$ cat src/rtl/fc_mac_accum.sv
// FC1/FC2 neuron pre-activation: a multi-beat LANES-wide dot product seeded with a scaled bias.
// The result is a saturated 23-bit signed sum that feeds the FC quantizer.
module fc_mac_accum #(
    parameter int LANES      = 4,
    parameter int BIAS_SHIFT = 6
) (
    input  logic                 clk,
    input  logic                 srstn,
    input  logic                 start,
    input  logic [7:0]           beats,
    input  logic [7:0]           bias,
    input  logic                 fc_state_in,
    input  logic                 in_valid,
    input  logic [8*LANES-1:0]   act_data,
    input  logic [8*LANES-1:0]   wgt_data,
    output logic                 busy,
    output logic                 out_valid,
    output logic [22:0]          out_data,
    output logic                 fc_state_out
);

    localparam int SUM_W = 16 + $clog2(LANES);
    localparam logic signed [23:0] SAT_MAX = 24'sd4194303;
    localparam logic signed [23:0] SAT_MIN = -24'sd4194304;

    typedef enum logic [1:0] {IDLE, ACCUM, DRAIN, DONE} state_t;

    state_t                    state_q;
    logic [7:0]                beats_q;
    logic [7:0]                count_q;
    logic                      fc_state_q;
    logic                      busy_q;
    logic                      out_valid_q;
    logic signed [22:0]        out_data_q;
    logic signed [22:0]        acc_q;

    // Pipeline: input register, products, adder tree; each stage carries a valid flag.
    logic [8*LANES-1:0]        act_q;
    logic [8*LANES-1:0]        wgt_q;
    logic                      vld0_q;
    logic signed [15:0]        prod_q [LANES];
    logic                      prodVld_q;
    logic signed [SUM_W-1:0]   sum_q;
    logic                      sumVld_q;

    logic signed [15:0]        prod_d [LANES];
    logic signed [SUM_W-1:0]   sum_d;
    logic signed [23:0]        accWide;
    logic signed [22:0]        acc_d;
    logic signed [22:0]        biasSeed;
    logic                      beatAccept;

    assign beatAccept = (state_q == ACCUM) && in_valid;
    assign biasSeed   = 23'($signed(bias)) <<< BIAS_SHIFT;

    always_comb begin
        for (int i = 0; i < LANES; i++) begin
            prod_d[i] = 16'($signed(act_q[8*i +: 8])) * 16'($signed(wgt_q[8*i +: 8]));
        end
    end

    always_comb begin
        sum_d = '0;
        for (int i = 0; i < LANES; i++) begin
            sum_d = sum_d + SUM_W'(prod_q[i]);
        end
    end

    // The 24-bit intermediate cannot overflow, so a simple range clamp is exact.
    always_comb begin
        accWide = 24'(acc_q) + 24'(sum_q);
        if (accWide > SAT_MAX) begin
            acc_d = SAT_MAX[22:0];
        end else if (accWide < SAT_MIN) begin
            acc_d = SAT_MIN[22:0];
        end else begin
            acc_d = accWide[22:0];
        end
    end

    always_ff @(posedge clk) begin
        if (!srstn) begin
            state_q     <= IDLE;
            beats_q     <= '0;
            count_q     <= '0;
            fc_state_q  <= 1'b0;
            busy_q      <= 1'b0;
            out_valid_q <= 1'b0;
            out_data_q  <= '0;
            acc_q       <= '0;
            act_q       <= '0;
            wgt_q       <= '0;
            vld0_q      <= 1'b0;
            prodVld_q   <= 1'b0;
            sum_q       <= '0;
            sumVld_q    <= 1'b0;
            for (int i = 0; i < LANES; i++) begin
                prod_q[i] <= '0;
            end
        end else begin
            vld0_q <= beatAccept;
            if (beatAccept) begin
                act_q <= act_data;
                wgt_q <= wgt_data;
            end
            prodVld_q <= vld0_q;
            for (int i = 0; i < LANES; i++) begin
                prod_q[i] <= prod_d[i];
            end
            sumVld_q <= prodVld_q;
            sum_q    <= sum_d;
            if (sumVld_q) begin
                acc_q <= acc_d;
            end
            out_valid_q <= 1'b0;

            case (state_q)
                IDLE: begin
                    if (start) begin
                        beats_q    <= (beats == 8'd0) ? 8'd1 : beats;
                        fc_state_q <= fc_state_in;
                        count_q    <= '0;
                        acc_q      <= biasSeed;
                        busy_q     <= 1'b1;
                        state_q    <= ACCUM;
                    end
                end
                ACCUM: begin
                    if (in_valid) begin
                        count_q <= count_q + 8'd1;
                        if (count_q == beats_q - 8'd1) begin
                            state_q <= DRAIN;
                        end
                    end
                end
                DRAIN: begin
                    // Empty pipeline means the final beat has already landed in acc_q.
                    if (!vld0_q && !prodVld_q && !sumVld_q) begin
                        out_valid_q <= 1'b1;
                        out_data_q  <= acc_q;
                        busy_q      <= 1'b0;
                        state_q     <= DONE;
                    end
                end
                DONE: begin
                    state_q <= IDLE;
                end
                default: begin
                    state_q <= IDLE;
                end
            endcase
        end
    end

    assign busy         = busy_q;
    assign out_valid    = out_valid_q;
    assign out_data     = out_data_q;
    assign fc_state_out = fc_state_q;

endmodule

$ cat config.mk
export PLATFORM = sky130hd
export DESIGN_NAME = fc_mac_accum
export DESIGN_NICKNAME = d
export VERILOG_FILES = /design/src/rtl/fc_mac_accum.sv
export SDC_FILE = /design/constraint.sdc
export NUM_CORES = 1
export LEC_CHECK = 0
export ABC_CLOCK_PERIOD_IN_PS = 12800
export BUFFER_PORTS_ARGS = -buffer_cell sky130_fd_sc_hd__buf_2
export CORE_ASPECT_RATIO = 0.7
export CORE_MARGIN = 2
export CORE_UTILIZATION = 45
export CTS_BUF_LIST = sky130_fd_sc_hd__clkbuf_4 sky130_fd_sc_hd__clkbuf_8
export CTS_CLUSTER_SIZE = 25
export DETAILED_ROUTE_END_ITERATION = 7
export PLACE_DENSITY_LB_ADDON = 0.25
export SYNTH_ARGS = -nofsm -noshare
export SYNTH_HDL_FRONTEND = slang
export SYNTH_SLANG_ARGS = --single-unit
export TNS_END_PERCENT = 50
$ cat constraint.sdc
create_clock -name clk -period 12.8 [get_ports clk]
set_input_delay 2.56 -clock clk [delete_from_list [all_inputs] [get_ports clk]]
set_output_delay 2.56 -clock clk [all_outputs]
set_load 0.02 [all_outputs]
==> metrics.txt <==
Post-synth EDFFs 0; simple-gate share of the synthesized area 0.180; critical path's slowest cell fa_1; wire length after detailed routing roughly 44000 um; vias in the first global route around 14k; largest family of logic cells by synthesized area adder cells; chip width between 200 and 300 um; GPL Wtd Cong 0.882; crit path time final ~4.6 ns; Pre-Repair DR Iteration Count 5; DRC errors left 0; dpl cell area 20900 um2; register area share after synthesis 0.218; Max-slew headroom 0.426; dominant synthesized flop cell dfxtp_1; critical path class reg -> reg; Starting DRT DRC Count between 700 and 800; worst-path fanout max 9; most frequent cells after synthesis 334 x inv_1, 306 x nand2_1, 254 x fa_1; type of the worst min-delay path reg -> reg; gr usage total 0.198; CTS buffer count 39; clock buffer depth 3; adder-cell share of the synthesized area 0.363; Cell variety after synth 66; count leader, synth inv_1; setup_tns 0 ns; fin crit share 0.362; Synth area leaders fa_1 26%, dfxtp_1 22%, ha_1 10%, and2_1 7.2%, inv_1 6.3%; # hold bufs at CTS 0; GRT overflow 0; final hold viol count 0; Setup Fix Bufs, Post-CTS 0; Mean Syn Cell Area between 9 and 10 um2; setup violators final 0; Rows 64; worst hold margin 0.456 ns; H-tree Lvls 2; Synth Area in XOR/XNOR 0.0472; Crit. End Element register; DRT antenna net count 0; Cells after Synth approximately 2.2k; crit-path cells nand2_1 -> fa_1 -> inv_1 -> fa_1 -> ha_1 -> inv_1 -> fa_1 -> inv_1 -> ha_1 -> a21o_1 -> a21o_1 -> a21o_1 -> a21o_1 -> a21oi_1 -> o21ai_0 -> o41ai_1 -> xnor2_1 -> and2_1; maxcap violations 0; first-pass GRT wire length between 70000 and 80000 um; CP arrival 5.09 ns; Final Net Count approximately 2.8k; Worst EP required 13.25 ns; Initial Util 0.455; setup ws final approximately 8.2 ns; clock-pin slew of the registers on the worst-case setup and hold paths ~0.06 ns; Worst Skew ~0.026 ns; CP peak stage delay between 0.5 and 0.6 ns; VDD IR-drop max between 70 and 80 uV; Post-CTS Resized 0; ANT cells 0; post-synthesis compound-gate area fraction 0.112; DR vias ~14k; layout cells sized above 1 0.0876; Synth area leader fa_1; Die Y ~180 um; Max Freq 216 MHz; fin area 21800 um2; Synth async-reset ratio 0; CTS tree yes; pin count of the biggest net entering global routing 100; Syn Nets between 2k and 3k; CP dominant cell by count a21o_1; root buffer cell clkbuf_8; WP buf/inv 3; run status completed; clk sink count roughly 220; IO Pins 111; max-slew violation count 0; startpoint types register; Ys Warns 0; final design utilization 0.500; pwr dens about 110 nW/um2; P_leak 10.7 nW; Slew @ Worst Pin roughly 0.86 ns; initial antenna violation count 0; DP HPWL between 30000 and 40000 um; Area growth syn-to-layout 10.0%; area share of the largest cell type after synthesis 0.257; Syn Std Cell Area ~20000 um2; mux share of post-synthesis cell area 0.00455; Core ar. about 44000 um2; Clock Latency Late Sink ~0.56 ns; Avg WL per Cell ~15 um; register bit total from synthesis 216; cell class contributing the biggest share of worst-path delay adder cells; Vias/cell 4.95; Die ar. roughly 46000 um2; Post-Place Setup Slack around 8 ns; RSZ-0062 raised after global routing no; I/O Buffers 110
## registers in the layout, summed over array words and instances (netlist names)
name,flops
beats_q,8
acc_q,23
act_q,32
busy,1
out_valid,1
prodVld_q,1
vld0_q,1
sumVld_q,1
count_q,8
wgt_q,32
prod_q,64
sum_q,18
out_data,23
fc_state_out,1
state_q,2
## per-layer routing
metal  GRT usage  up-vias  share of wire
met5           0        -              0
met4      0.0342        0          0.012
met3      0.0294       42          0.045
met2       0.287      269           0.42
met1       0.313     6996           0.53
li1            -     7108              -
## worst reg2reg max path, stage by stage (launching register included)
cell and delay, ns:
dfxtp_1 0.52, nand2_1 0.13, fa_1 0.43, inv_1 0.09
fa_1 0.40, ha_1 0.29, inv_1 0.05, fa_1 0.59
inv_1 0.06, ha_1 0.28, a21o_1 0.17, a21o_1 0.19
a21o_1 0.17, a21o_1 0.19, a21oi_1 0.22, o21ai_0 0.16
o41ai_1 0.32, xnor2_1 0.12, and2_1 0.16
## cells by family (layout without fill, tap and decap cells)
| kind of cell | after synthesis | count (layout) |
|---|---|---|
| adders and majority gates | 423 | 423 |
| muxes | 9 | 9 |
| xor gates and xnor gates | 105 | 105 |
| AOI/OAI and AO/OA | 324 | 324 |
| DFF | 216 | 216 |
| and+or+nand+nor | 719 | 719 |
| buffers and inverters | 393 | 522 |
## cell usage in the layout, fill, tap and decap left out, drive strengths merged, types with 50 or more instances in the layout
| cell type | synthesis | routed |
|---|---|---|
| xnor2 | 66 | 66 |
| buf | 8 | 116 |
| nand2 | 306 | 306 |
| dfxtp | 216 | 216 |
| a21boi | 98 | 98 |
| and2 | 229 | 229 |
| nor2 | 69 | 69 |
| inv | 334 | 335 |
| o21ai | 59 | 59 |
| clkbuf | 50 | 60 |
| a21oi | 50 | 50 |
| fa | 254 | 254 |
| ha | 162 | 162 |
## metrics by stage
stage / power, mW / cells
after global placement: 1.75 / 2841
after detailed placement: 1.77 / 2841
final: 2.49 / 2912
after global routing: 2.68 / 2912
after CTS: 2.52 / 2912
after floorplan: 1.52 / 2189
## power breakdown
group,leakage (nW),internal [mW],total (mW),switching [mW]
combinational,8.48,0.345,0.858,0.513
sequential,1.75,0.769,0.903,0.134
clock,0.455,0.423,0.733,0.309
## worst paths after layout
path	cells past startpoint	end	slack, ns	startpoint
setup / recovery	18	prod_q[1][15]$_SDFF_PN0_	8.17	wgt_q[12]$_SDFFE_PN0P_
hold / removal	2	out_data[19]$_SDFFE_PN0P_	0.46	out_data[19]$_SDFFE_PN0P_
setup reg to reg	18	prod_q[1][15]$_SDFF_PN0_	8.17	wgt_q[12]$_SDFFE_PN0P_
hold reg to reg	2	out_data[19]$_SDFFE_PN0P_	0.46	out_data[19]$_SDFFE_PN0P_
## area by class of cell
class                   instances  area [um2]
fillers                      4191       21800
clock inverters                11         119
inverters                     335        1260
repair buffers                116         598
clock buffers                  60         763
flip-flops and latches        216        4320
multi-input cells            1580       14000
well taps                     594         743
No activity file was read; power rests on OpenSTA's default activity.
